[src/rtl/pipe_hazard_ctrl.sv]
// pipe_hazard_ctrl: stall/flush sequencer for the 5-stage pipeline (load-use, redirect, dmem freeze/timeout, stall count)
module pipe_hazard_ctrl #(
  parameter int MEM_TIMEOUT = 16,
  parameter int CNT_W       = 32
) (
  input  logic             clock,
  input  logic             reset,
  input  logic [4:0]       rs_id,
  input  logic [4:0]       rt_id,
  input  logic             use_rs_id,
  input  logic             use_rt_id,
  input  logic             mem_read_ex,
  input  logic [4:0]       num_write_ex,
  input  logic             mem_read_mem,
  input  logic             mem_write_mem,
  input  logic [1:0]       s_npc_mem,
  input  logic             zero_mem,
  input  logic             dmem_ready,
  output logic             dmem_req,
  output logic             pc_en,
  output logic             if_id_en,
  output logic             if_id_flush,
  output logic             id_ex_en,
  output logic             id_ex_flush,
  output logic             ex_mem_en,
  output logic             ex_mem_flush,
  output logic             mem_wb_flush,
  output logic             redirect,
  output logic             mem_err,
  output logic [CNT_W-1:0] stall_cnt
);
  localparam int WW = $clog2(MEM_TIMEOUT);
  typedef enum logic [1:0] {RUN, WAIT, ERR} state_t;
  state_t           state_q, state_d;
  logic [WW-1:0]    wait_cnt_q, wait_cnt_d;
  logic [CNT_W-1:0] stall_cnt_q, stall_cnt_d;
  logic             acc, hz, taken, err, freeze, go;
  always_comb begin
    acc    = mem_read_mem | mem_write_mem;
    hz     = mem_read_ex & (num_write_ex != 5'd0) &
             ((use_rs_id & (rs_id == num_write_ex)) | (use_rt_id & (rt_id == num_write_ex)));
    taken  = ((s_npc_mem == 2'b01) & zero_mem) | s_npc_mem[1];
    err    = state_q == ERR;
    freeze = acc & ~dmem_ready & ~err;
    // go: pipeline advances at least partially this cycle; outputs forced low while reset is held
    go           = reset & ~err & ~freeze;
    dmem_req     = reset & acc & ~err;
    pc_en        = go & (taken | ~hz);
    if_id_en     = pc_en;
    id_ex_en     = go;
    ex_mem_en    = go;
    if_id_flush  = go & taken;
    ex_mem_flush = go & taken;
    id_ex_flush  = go & (taken | hz);
    redirect     = go & taken;
    mem_wb_flush = reset & (err | freeze);
    mem_err      = err;
    stall_cnt    = stall_cnt_q;
    stall_cnt_d  = (~pc_en && stall_cnt_q != {CNT_W{1'b1}}) ? stall_cnt_q + CNT_W'(1) : stall_cnt_q;
    state_d      = state_q;
    wait_cnt_d   = wait_cnt_q;
    if (!err) begin
      if (!freeze) begin
        state_d    = RUN;
        wait_cnt_d = '0;
      end else if (state_q == RUN) begin
        state_d    = WAIT;
        wait_cnt_d = WW'(1);
      end else if (wait_cnt_q == WW'(MEM_TIMEOUT - 1)) begin
        state_d    = ERR;
      end else begin
        wait_cnt_d = wait_cnt_q + WW'(1);
      end
    end
  end
  always_ff @(posedge clock or negedge reset) begin
    if (!reset) begin
      state_q     <= RUN;
      wait_cnt_q  <= '0;
      stall_cnt_q <= '0;
    end else begin
      state_q     <= state_d;
      wait_cnt_q  <= wait_cnt_d;
      stall_cnt_q <= stall_cnt_d;
    end
  end
endmodule

[config.mk]
export PLATFORM = sky130hd
export DESIGN_NAME = pipe_hazard_ctrl
export DESIGN_NICKNAME = d
export VERILOG_FILES = /design/src/rtl/pipe_hazard_ctrl.sv
export SDC_FILE = /design/constraint.sdc
export NUM_CORES = 1
export LEC_CHECK = 0
export ABC_AREA = 1
export BUFFER_PORTS_ARGS = -buffer_cell sky130_fd_sc_hd__buf_2
export CORE_MARGIN = 5
export CORE_UTILIZATION = 54
export CTS_CLUSTER_SIZE = 25
export DETAILED_ROUTE_END_ITERATION = 10
export PLACE_DENSITY = 0.81
export REMOVE_ABC_BUFFERS = 1
export SYNTH_ARGS = -nofsm -noshare
export SYNTH_HDL_FRONTEND = slang
export SYNTH_SLANG_ARGS = --single-unit
[constraint.sdc]
create_clock -name clock -period 2.05 [get_ports clock]
set_input_delay 0.3075 -clock clock [delete_from_list [all_inputs] [get_ports clock]]
set_output_delay 0.3075 -clock clock [all_outputs]
set_load 0.01 [all_outputs]
# ---- Word-level counts from Yosys, hierarchy flattened
# Cells that the tools add are included.
dict set report classes {
  add_sub_neg 2
  eq_ne 8
  n_mux 6
  n_bitwise 26
  n_reduce_logical 5
}
# operator count
set ops {}
lappend ops {{adder 32 x 1 -> 32 bit (second input constant)} 1}
lappend ops {{inequality test 32 bit (second input constant)} 1}
lappend ops {{AND 1 bit} 15}
lappend ops {{two-way mux 4 bit} 3}
lappend ops {{== test 5 bit} 2}
lappend ops {{two-way mux 2 bit} 3}
lappend ops {{OR 1 bit} 6}
lappend ops {{NOT 1 bit} 5}
lappend ops {{nonzero test 5 bit} 1}
lappend ops {{adder 4 x 1 -> 4 bit (second input constant)} 1}
lappend ops {{== test 4 bit (second input constant)} 1}
lappend ops {{AND reduction 2 bit} 2}
lappend ops {{inequality test 3 x 1 -> 1 bit (second input constant)} 1}
lappend ops {{inequality test 3 bit (second input constant)} 1}
lappend ops {{== test 2 x 1 -> 1 bit (second input constant)} 1}
lappend ops {{== test 2 bit (second input constant)} 1}
lappend ops {{zero test 2 bit} 1}
lappend ops {{logical AND 1 bit} 1}
dict set report word_totals {
  register_bits 38
  inputBits 26
}

# ---- Longest topological paths before layout
# Gate-level depths: netlist of the first run.
dict set report logic_depth {
  ltp_word 9
  depth_mapped 12
  mapped_depth_nobuf 11
}

# ---- Worst setup path after synthesis of the first run
# Ideal clock, no wire load.
dict set report synth_timing {
  path_kind {reg-to-output}
  start {reg state_q[0]}
  end {out pc_en}
  arrival_time_ns 1.623
  required_ns 1.742
  path_slack_ns 0.119
  path_stages_with_launch 9
  cell_sequence {dfrtp_1 nor2_1 inv_2 nand2_1 nor2_1 nand2_2 clkbuf_1 inv_1 buf_4}
}
dict set report synth_between {
  elab_chain_len 6
  word_cells_on_any_way 7
  cone_classes {eq/ne (1); bitwise (6)}
}
# element line_no
set synth_rtl {}
lappend synth_rtl {{from (decl)} 34} ;# state_t state_q, state_d;
lappend synth_rtl {{from (signal assigned)} 82} ;# state_q <= state_d;
lappend synth_rtl {{== test 2 bit (*)} 43} ;# err = state_q == ERR;
lappend synth_rtl {{via mem_err} 29} ;# output logic mem_err,
lappend synth_rtl {{NOT 1 bit (no source line) (*)} -}
lappend synth_rtl {{AND 1 bit} 44} ;# freeze = acc & ~dmem_ready & ~err;
lappend synth_rtl {{NOT 1 bit} 46} ;# go = reset & ~err & ~freeze;
lappend synth_rtl {{AND 1 bit (*)} 46}
lappend synth_rtl {{via ex_mem_en} 25} ;# output logic ex_mem_en,
lappend synth_rtl {{AND 1 bit (*)} 48} ;# pc_en = go & (taken | ~hz);
lappend synth_rtl {{to (decl)} 20} ;# output logic pc_en,
# Mark *: on every way through the listed nets, which the timed path passes. The rest lies on a longest branch.

# ---- Worst setup path after layout of the first run
dict set report layout_timing {
  start {reg stall_cnt_q[1], in the netlist stall_cnt[1]}
  end {reg stall_cnt_q[18], in the netlist stall_cnt[18]}
}
dict set report layout_between {
  elab_chain_len 2
  word_cells_on_any_way 3
  cone_classes {add/sub (1); eq/ne (1); reduce/logical (1)}
}
# element line_no
set layout_rtl {}
lappend layout_rtl {{from (decl)} 36} ;# logic [CNT_W-1:0] stall_cnt_q, stall_cnt_d;
lappend layout_rtl {{from (signal assigned)} 84} ;# stall_cnt_q <= stall_cnt_d;
lappend layout_rtl {{parallel branches: the longest is 2 deep, another holds adder 32 x 1 -> 32 bit} -}
# Parallel ways; which one is timed is not known.
# A chain may end at the register's enable or synchronous reset.

==> results of run 1 <==
worst max-delay path, stage by stage, from the launching register on:
cell and delay, ps:
dfrtp_1 380, ha_1 210, nand3_2 150, nor2_4 170, nand2_4 90, nor2_8 130, nand3_4 230, nand2_1 190
inv_1 70, nand3_1 80, nand2_1 50
logic make-up after synthesis:
kind of cell               Yosys count  share of synthesized area (%)
buffers and inverters               72                           11.6
and+or+nand+nor                    281                           45.5
DFF                                 38                           35.0
xor gates and xnor gates            13                           4.20
adders and majority gates            2                          0.922
AOI/OAI and AO/OA                   14                           2.81
synthesized netlist by cell type:
cell type and number:
a21oi_1 6, and3_1 1, buf_2 2, buf_4 7, buf_6 2, clkbuf_1 1, dfrtp_1 38, ha_1 2
inv_1 57, inv_2 3, nand2_1 165, nand2_2 1, nand2_4 3, nand3_1 45, nand3_2 1, nand3_4 1
nand3b_1 1, nand4_1 7, nor2_1 43, nor2_2 1, nor2_4 2, nor2_8 1, nor3_1 7, nor3b_2 1
nor4_1 1, o211ai_1 1, o21a_1 1, o21ai_0 5, o22ai_1 1, xnor2_1 6, xor2_1 7
sequential cells by signal (all words and copies together), names as in the netlist:
register    flops
state_q         2
wait_cnt_q      4
stall_cnt      32
metrics by stage:
step	hold slack, ps	setup slack (ps)	power [mW]	cells	TNS (ps)
2_1_floorplan	11.9	-48.5	1.07	408	-96.9
4_1_cts	99.9	159	1.85	555	0
3_5_place_dp	419	199	1.22	547	0
5_1_grt	130	12.5	1.92	555	0
3_3_place_gp	405	232	1.21	547	0
6_report	80.3	177	1.83	555	0
final timing paths:
| path | start | to | slack (ps) | depth (start not counted) |
|---|---|---|---|---|
| max | stall_cnt[1]$_DFFE_PN0P_ | stall_cnt[18]$_DFFE_PN0P_ | 180 | 10 |
| min | reset | wait_cnt_q[1]$_DFFE_PN0P_ | 80 | 2 |
| max reg2reg | stall_cnt[1]$_DFFE_PN0P_ | stall_cnt[18]$_DFFE_PN0P_ | 180 | 10 |
| min reg2reg | state_q[1]$_DFFE_PN0P_ | state_q[1]$_DFFE_PN0P_ | 510 | 2 |
| max in group asynchronous | reset | stall_cnt[9]$_DFFE_PN0P_ | 1610 | 2 |
| min in group clock | dmem_ready | state_q[0]$_DFFE_PN0P_ | 200 | 2 |
timing repair:
action / 4_1_cts / 5_1_grt
hold endpoints to repair: 0 / 0
hold buffers: 0 / 0
endpoints found under the setup margin: 0 / 1
resized for setup: 0 / 1
per-layer routing:
layer	GRT usage, %	routed length [um]	vias to the layer above
met1	25.6	2890	1236
met3	4.21	493	11
met5	0	0	-
met4	7.60	82	0
li1	-	-	1425
met2	37.5	3030	86
power by group:
| part | switching (mW) | total [mW] | internal, mW |
|---|---|---|---|
| Sequential | 0.0622 | 0.859 | 0.797 |
| Combinational | 0.199 | 0.340 | 0.141 |
| Clock | 0.271 | 0.629 | 0.358 |
| Total | 0.532 | 1.83 | 1.30 |
cell usage in the layout, fill, tap and decap left out, types with 2 or more instances in the layout:
cell type  instances
ha_1               2
xor2_1             7
clkinv_2           2
nand2_4            3
xnor2_1            6
clkbuf_8           5
buf_4              4
nor2_4             2
nor2_1            43
nand4_1            7
nor3_1             7
o21ai_0            5
nand2_1          165
buf_2             68
dfrtp_1           37
a21oi_1            6
nand3_1           45
inv_1             57
inv_2              3
layout make-up:
cell class	count	share of cell area (%)
multi-input combinational	310	45.4
clock inverter	3	1.26
sequential	38	29.9
inverter	60	7.06
timing repair buffer	72	11.6
clock buffer	5	2.16
tap	67	2.63
==> impl_metrics.py, run 1 <==
metrics = {
    "worst_setup_path": {
        "arrival_ps": 2070,
        "path_class": "reg2reg",
        "worstPathRequired_ps": 2250,
        "path_max_fanout": 18,
        "worstSetupEndpointType": "register",
        "critPathLaunchType": "register",
    },
    "detailed_routing": {
        "drc": 0,
        "ant_nets": 0,
        "via_count": 2758,
        "dr.pass1.iters": 4,
        "vias_per_cell": 4.97,
        "drt-initial-drc-count": 149,
        "wire_per_inst_um": 11.7,
        "wl_um": 6490,
    },
    "yosys": {
        "yosysWarnings": 0,
        "synthesis.instances": 420,
        "yosysSeqAreaShare_pct": 35.0,
        "syn_area_per_cell_um2": 6.46,
        "yosysTopAreaCell": "dfrtp_1",
        "synth_area_leaders": "dfrtp_1 35%, nand2_1 23%, nand3_1 8.3%, inv_1 7.9%, nor2_1 5.9%",
        "synth_seq_cells": 38,
        "synth_top_area_share_pct": 35.0,
        "netlist_area_um2": 2710,
        "synth_cell_types": 31,
    },
    "die": {
        "fp.dieH_um": 80.9,
        "die_area_um2": 6540,
        "start_util_pct": 56.7,
        "die_w_um": 80.9,
        "num_rows": 25,
        "io_pins": 69,
        "core_area_um2": 4790,
    },
    "cts": {
        "cts-htree-levels": 2,
        "clkTransAtPathRegs_ps": 80,
        "cts_sinks": 38,
        "cts_tree": "yes",
        "postCtsSetupRepairBufs": 0,
        "clockBufferDepth": 2,
        "cts_made_buffers": 5,
        "clk_latency_ps": 300,
        "cts-root-buf": "clkbuf_8",
    },
    "power": {
        "max-vdd-ir-drop_v": 0.000354,
        "p_leak_nw": 1.85,
        "power_density_nw_per_um2": 573,
    },
    "hold_path": {
        "hold_path.class": "in2async",
    },
    "grt": {
        "grt_start_max_net_pins": 40,
        "track_usage_pct": 21.3,
        "grt_first_pass_wirelength_um": 11100,
        "antenna_found_initial": 0,
        "grt-ovfl-total": 0,
        "grt_pass1_vias": 2571,
    },
    "run_status": {
        "outcome": "complete, no violations",
    },
    "timing": {
        "finalMaxSlewViolations": 0,
        "report.final.hold_viol_count": 0,
        "worst_slew_pin_slew_ps": 489,
        "skew_ps": 9.29,
        "rsz0062_at_grt": "false",
        "slew_headroom_pct": 67.4,
        "setup_viol_count_final": 0,
        "fmaxAchievable_mhz": 534,
        "period_share_pct": 91.3,
        "period_minus_slack_ps": 1870,
    },
    "flow_run": {
        "drv_cap": 0,
    },
    "finish": {
        "final_nets": 515,
        "diodes": 0,
        "layout-drive-gt1-share_pct": 19.5,
        "area_growth_pct": 17.5,
        "utilization_pct": 66.6,
        "multiInputGateArea_um2": 1450,
        "regArea_um2": 952,
        "fillers": 452,
        "design_area_um2": 3190,
    },
    "placed_design": {
        "placed_cell_area_um2": 3080,
        "place_congestion": 0.885,
        "dp.final_hpwl_um": 4990,
        "portBuffers": 68,
    },
}
No activity file was read; power rests on OpenSTA's default activity.
==> run 2: changes to the inputs <==
--- a/config.mk
+++ b/config.mk
@@ -8,10 +8,10 @@
 export ABC_AREA = 1
 export BUFFER_PORTS_ARGS = -buffer_cell sky130_fd_sc_hd__buf_2
 export CORE_MARGIN = 5
-export CORE_UTILIZATION = 54
+export CORE_UTILIZATION = 58
 export CTS_CLUSTER_SIZE = 25
 export DETAILED_ROUTE_END_ITERATION = 10
-export PLACE_DENSITY = 0.81
+export PLACE_DENSITY = 0.86
 export REMOVE_ABC_BUFFERS = 1
 export SYNTH_ARGS = -nofsm -noshare
 export SYNTH_HDL_FRONTEND = slang
==> constraint.sdc (replaced) <==
create_clock -name clock -period 2.25 [get_ports clock]
set_input_delay 0.3375 -clock clock [delete_from_list [all_inputs] [get_ports clock]]
set_output_delay 0.3375 -clock clock [all_outputs]
set_load 0.01 [all_outputs]
==> impl_metrics.py, run 2 (synthesized netlist as in run 1, its figures left out) <==
metrics = {
    "run_status": {
        "outcome": "complete, no violations",
    },
    "cts": {
        "clkTransAtPathRegs_ps": 70,
        "cts_resized": 0,
        "postCtsSetupRepairBufs": 0,
        "cts_made_buffers": 5,
        "cts_tree": "yes",
        "clockBufferDepth": 2,
        "hold_buffers": 0,
        "clk_latency_ps": 290,
        "cts-htree-levels": 2,
        "cts-root-buf": "clkbuf_8",
        "cts_sinks": 38,
    },
    "finish": {
        "regArea_um2": 951,
        "area_growth_pct": 15.6,
        "layout-drive-gt1-share_pct": 18.7,
        "design_area_um2": 3140,
        "utilization_pct": 70.6,
        "largest_reg_flops": 32,
        "fillers": 378,
        "diodes": 0,
        "final_cells": 538,
        "multiInputGateArea_um2": 1450,
        "final_nets": 513,
        "mostFrequentLayoutCell": "nand2_1",
        "final_cell_mix": "165 x nand2_1, 68 x buf_2, 57 x inv_1, 45 x nand3_1, 43 x nor2_1",
    },
    "detailed_routing": {
        "via_count": 2768,
        "wire_per_inst_um": 12.2,
        "drt-initial-drc-count": 223,
        "vias_per_cell": 5.14,
        "dr.pass1.iters": 4,
        "drc": 0,
        "ant_nets": 0,
        "wl_um": 6590,
    },
    "power": {
        "max-vdd-ir-drop_v": 0.000326,
        "fin_total_pwr_mw": 1.59,
        "p_leak_nw": 1.84,
        "power_density_nw_per_um2": 506,
    },
    "timing": {
        "fmaxAchievable_mhz": 502,
        "fin_ws_ps": 258,
        "setup_viol_count_final": 0,
        "report.final.hold_viol_count": 0,
        "slew_headroom_pct": 67.4,
        "worst_slew_pin_slew_ps": 488,
        "whs_ps": 114,
        "skew_ps": 4.52,
        "rsz0062_at_grt": "false",
        "period_minus_slack_ps": 1990,
        "period_share_pct": 88.5,
        "finalMaxSlewViolations": 0,
        "tns_ps": 0,
    },
    "placed_design": {
        "placed_cell_area_um2": 3050,
        "placed_cells": 530,
        "pre_cts_ws_ps": 287,
        "place_congestion": 0.885,
        "portBuffers": 68,
        "dp.final_hpwl_um": 5100,
    },
    "die": {
        "core_area_um2": 4440,
        "fp.dieH_um": 78.4,
        "num_rows": 24,
        "io_pins": 69,
        "die_area_um2": 6150,
        "die_w_um": 78.4,
        "start_util_pct": 61.1,
    },
    "grt": {
        "grt_first_pass_wirelength_um": 11500,
        "antenna_found_initial": 0,
        "grt_start_max_net_pins": 48,
        "grt_pass1_vias": 2672,
        "grt-ovfl-total": 0,
        "track_usage_pct": 22.4,
    },
    "worst_setup_path": {
        "worstSetupEndpointType": "register",
        "cpMaxStageDelayCell": "dfrtp_1",
        "critPathLaunchType": "register",
        "worstPathRequired_ps": 2430,
        "path_max_fanout": 11,
        "path_cells": "ha_1 > nand3_2 > nor2_4 > nand2_4 > nor2_8 > nand3_1 > nand2_1 > nor2_1 > nand3_1 > nand2_1",
        "arrival_ps": 2170,
        "path_class": "reg2reg",
        "slowest_delay_ps": 400,
    },
    "flow_run": {
        "drv_cap": 0,
    },
    "hold_path": {
        "hold_path.class": "in2async",
    },
}
run 2: worst max-delay path: cells and delay by family (launching register included):
kind	cells	cell delay [ps]
adders and majority gates	1	220
and+or+nand+nor	9	1260
DFF	1	400
run 2: worst paths after layout:
kind | startpoint | end | slack [ps] | cells past startpoint
min in group clock | dmem_ready | state_q[0]$_DFFE_PN0P_ | 240 | 2
max | stall_cnt[1]$_DFFE_PN0P_ | stall_cnt[31]$_DFFE_PN0P_ | 260 | 10
max in group asynchronous | reset | stall_cnt[2]$_DFFE_PN0P_ | 1800 | 2
min | reset | stall_cnt[26]$_DFFE_PN0P_ | 110 | 2
max reg2reg | stall_cnt[1]$_DFFE_PN0P_ | stall_cnt[31]$_DFFE_PN0P_ | 260 | 10
min reg2reg | state_q[1]$_DFFE_PN0P_ | state_q[1]$_DFFE_PN0P_ | 520 | 2
run 2: report_power, final:
group,internal (mW),switching (mW)
Clock,0.247,0.235
Combinational,0.128,0.187
Sequential,0.726,0.0657
run 2: final cells by class:
class | instances | area share (%)
multi-input combinational | 310 | 46.2
sequential | 38 | 30.3
timing repair buffer | 70 | 11.3
inverter | 60 | 7.18
clock buffer | 7 | 2.75
tap | 52 | 2.07
clock inverter | 1 | 0.160
run 2: metal layers:
| metal | GRT usage (%) | vias up | wire length (um) |
|---|---|---|---|
| met1 | 28.2 | 1272 | 2900 |
| li1 | - | 1415 | - |
| met3 | 4.12 | 11 | 375 |
| met5 | 0 | - | 0 |
| met4 | 6.12 | 0 | 82 |
| met2 | 39.6 | 70 | 3220 |
==> run 3: changes to the inputs <==
--- a/config.mk
+++ b/config.mk
@@ -5,10 +5,10 @@
 export SDC_FILE = /design/constraint.sdc
 export NUM_CORES = 1
 export LEC_CHECK = 0
-export ABC_AREA = 1
+export ABC_AREA = 0
 export BUFFER_PORTS_ARGS = -buffer_cell sky130_fd_sc_hd__buf_2
 export CORE_MARGIN = 5
-export CORE_UTILIZATION = 58
+export CORE_UTILIZATION = 56
 export CTS_CLUSTER_SIZE = 25
 export DETAILED_ROUTE_END_ITERATION = 10
 export PLACE_DENSITY = 0.86
==> impl_metrics.py, run 3 <==
metrics = {
    "worst_setup_path": {
        "path_cells": "and4_1 > and3_1 > and3_1 > and3_2 > buf_4 > nor4_2 > xor2_1",
        "r2r_cells": 7,
        "slowest_delay_ps": 420,
        "arrival_ps": 2340,
        "critical_path_buf_inv_count": 1,
        "worstSetupEndpointType": "register",
        "r2r_start": "stall_cnt[26]$_DFFE_PN0P_",
        "path_delay_family": "simple AND/OR/NAND/NOR gates",
        "path_class": "reg2reg",
        "critPathLaunchType": "register",
        "path_max_fanout": 13,
        "rr_endpoint": "stall_cnt[18]$_DFFE_PN0P_",
        "cpMaxStageDelayCell": "dfrtp_1",
        "crit_path_frequent_cell": "and3_1",
        "worstPathRequired_ps": 2470,
        "r2r_slack_ps": 140,
    },
    "yosys": {
        "yosysTopAreaCell": "dfrtp_1",
        "synth_seq_cells": 38,
        "synth_ff_type": "dfrtp_1",
        "synth_cell_types": 44,
        "yosysSeqAreaShare_pct": 41.1,
        "syn_area_per_cell_um2": 10.4,
        "yosys-top-cells-count": "39 x xor2_1, 38 x dfrtp_1, 18 x nand2_1, 17 x nor3_1, 15 x nand3_1",
        "synthArstFlopShare_pct": 100,
        "synth-edff-count": 0,
        "synth_top_area_share_pct": 41.1,
        "synth_area_leaders": "dfrtp_1 41%, xor2_1 15%, nor4_4 4.6%, nor3_1 3.7%, nand3_1 3.2%",
        "yosysMostFrequentCell": "xor2_1",
        "yosysWarnings": 0,
        "synthesis.instances": 223,
        "netlist_area_um2": 2310,
    },
    "grt": {
        "grt_pass1_vias": 1974,
        "antenna_found_initial": 0,
        "track_usage_pct": 20.4,
        "grt-ovfl-total": 0,
        "grt_first_pass_wirelength_um": 8670,
        "grt_start_max_net_pins": 41,
    },
    "detailed_routing": {
        "dr.pass1.iters": 4,
        "drc": 0,
        "vias_per_cell": 5.58,
        "drt-initial-drc-count": 96,
        "ant_nets": 0,
        "wire_per_inst_um": 15.1,
        "via_count": 1968,
        "wl_um": 5350,
    },
    "die": {
        "fp.dieH_um": 74.2,
        "die_w_um": 74.2,
        "die_area_um2": 5510,
        "start_util_pct": 57.8,
        "core_area_um2": 4000,
        "io_pins": 69,
        "num_rows": 23,
    },
    "cts": {
        "cts-htree-levels": 2,
        "clk_latency_ps": 300,
        "cts_made_buffers": 5,
        "cts_tree": "yes",
        "clkTransAtPathRegs_ps": 80,
        "clockBufferDepth": 2,
        "cts_sinks": 38,
        "cts-root-buf": "clkbuf_8",
        "hold_buffers": 0,
    },
    "timing": {
        "report.final.hold_viol_count": 0,
        "period_share_pct": 93.9,
        "fmaxAchievable_mhz": 473,
        "period_minus_slack_ps": 2110,
        "skew_ps": 10.5,
        "slew_headroom_pct": 61.1,
        "setup_viol_count_final": 0,
        "rsz0062_at_grt": "false",
        "finalMaxSlewViolations": 0,
        "worst_slew_pin_slew_ps": 578,
    },
    "finish": {
        "utilization_pct": 71.3,
        "largest_reg_flops": 32,
        "diodes": 0,
        "final_cell_mix": "68 x buf_2, 39 x xor2_1, 38 x dfrtp_1, 18 x nand2_1, 17 x nor3_1",
        "area_growth_pct": 23.5,
        "final_nets": 330,
        "layout-drive-gt1-share_pct": 37.6,
        "fillers": 300,
        "mostFrequentLayoutCell": "buf_2",
    },
    "power": {
        "power_density_nw_per_um2": 1010,
        "power.net_switching_mw": 1.14,
        "internal_power_mw": 1.74,
        "clockPowerShare_pct": 19.6,
        "max-vdd-ir-drop_v": 0.000722,
        "switching_share_pct": 39.7,
        "power_frac_comb_pct": 41.3,
        "p_leak_nw": 1.25,
        "fin_total_pwr_mw": 2.88,
        "power.share.sequential_pct": 39.0,
    },
    "flow_run": {
        "drv_cap": 0,
    },
    "placed_design": {
        "place_congestion": 0.841,
        "dp.final_hpwl_um": 4190,
        "portBuffers": 68,
    },
    "hold_path": {
        "hold_path.class": "in2async",
    },
    "run_status": {
        "outcome": "complete, no violations",
    },
}
## run 3: logic make-up (layout without fill, tap and decap cells)
family          Yosys count  count (layout)  share of synthesized area [%]
simple gates            107             107                           30.4
xor+xnor                 41              41                           15.5
flops                    38              38                           41.1
compound gates           16              16                           4.49
buf+inv                  15              95                           5.47
mux                       4               4                           1.84
fa+ha+maj                 2               2                           1.08
## run 3: how the worst max path moves through the flow
stage | from | end | slack [ps] | cells past startpoint
after floorplan | stall_cnt[2]$_DFFE_PN0P_ | stall_cnt[1]$_DFFE_PN0P_ | -310 | 6
after global placement | num_write_ex[3] | stall_cnt[7]$_DFFE_PN0P_ | 110 | 8
after detailed placement | num_write_ex[3] | stall_cnt[13]$_DFFE_PN0P_ | -10 | 8
after CTS | stall_cnt[26]$_DFFE_PN0P_ | stall_cnt[18]$_DFFE_PN0P_ | 40 | 7
after global routing | stall_cnt[26]$_DFFE_PN0P_ | stall_cnt[18]$_DFFE_PN0P_ | 20 | 7
final | stall_cnt[26]$_DFFE_PN0P_ | stall_cnt[18]$_DFFE_PN0P_ | 140 | 7
## run 3: what timing repair did
action                                  4_1_cts  5_1_grt
buffers inserted                              0        0
resized for setup                             0        3
endpoints found under the setup margin        0       11
## run 3: worst register-to-register path: stages, from the launching register on
cell     delay, ps
dfrtp_1        420
and4_1         230
and3_1         200
and3_1         240
and3_2         260
buf_4          210
nor4_2         310
xor2_1         180
## run 3: metrics by stage
stage	worst slack, ps	cells	hold WS [ps]	instance area [um2]	setup TNS, ps
floorplan	-315	211	41.9	2200	-4500
global placement	108	345	464	2730	0
detailed placement	-13.8	345	473	2730	-21.1
CTS	40.1	353	147	2840	0
global route	20.1	353	164	2850	0
finish	137	353	119	2850	0
## run 3: cell type report
class                   count  area [um2]  share of cell area, %
multi-input cells         170        1250                   43.7
clock buffers               5        68.8                   2.41
well taps                  50        62.6                   2.19
clock inverters             3        40.0                   1.40
inverters                   3        11.3                  0.395
repair buffers             84         473                   16.6
flip-flops and latches     38         951                   33.3
## run 3: power groups by stage
stage          Combinational, mW  Clock (mW)  Sequential (mW)
2_1_floorplan              0.546           0             1.23
3_3_place_gp                1.15           0             1.12
3_5_place_dp                1.19           0             1.13
4_1_cts                     1.20       0.582             1.12
5_1_grt                     1.31       0.615             1.16
6_report                    1.19       0.565             1.12
## run 3: metal layers
layer  track usage (%)  vias up  part of all wire, %
met4              5.34        0                 0.67
met5                 0        -                    0
met3              6.35        5                  6.0
li1                  -      959                    -
met2              36.3       69                   53
met1              24.0      935                   40
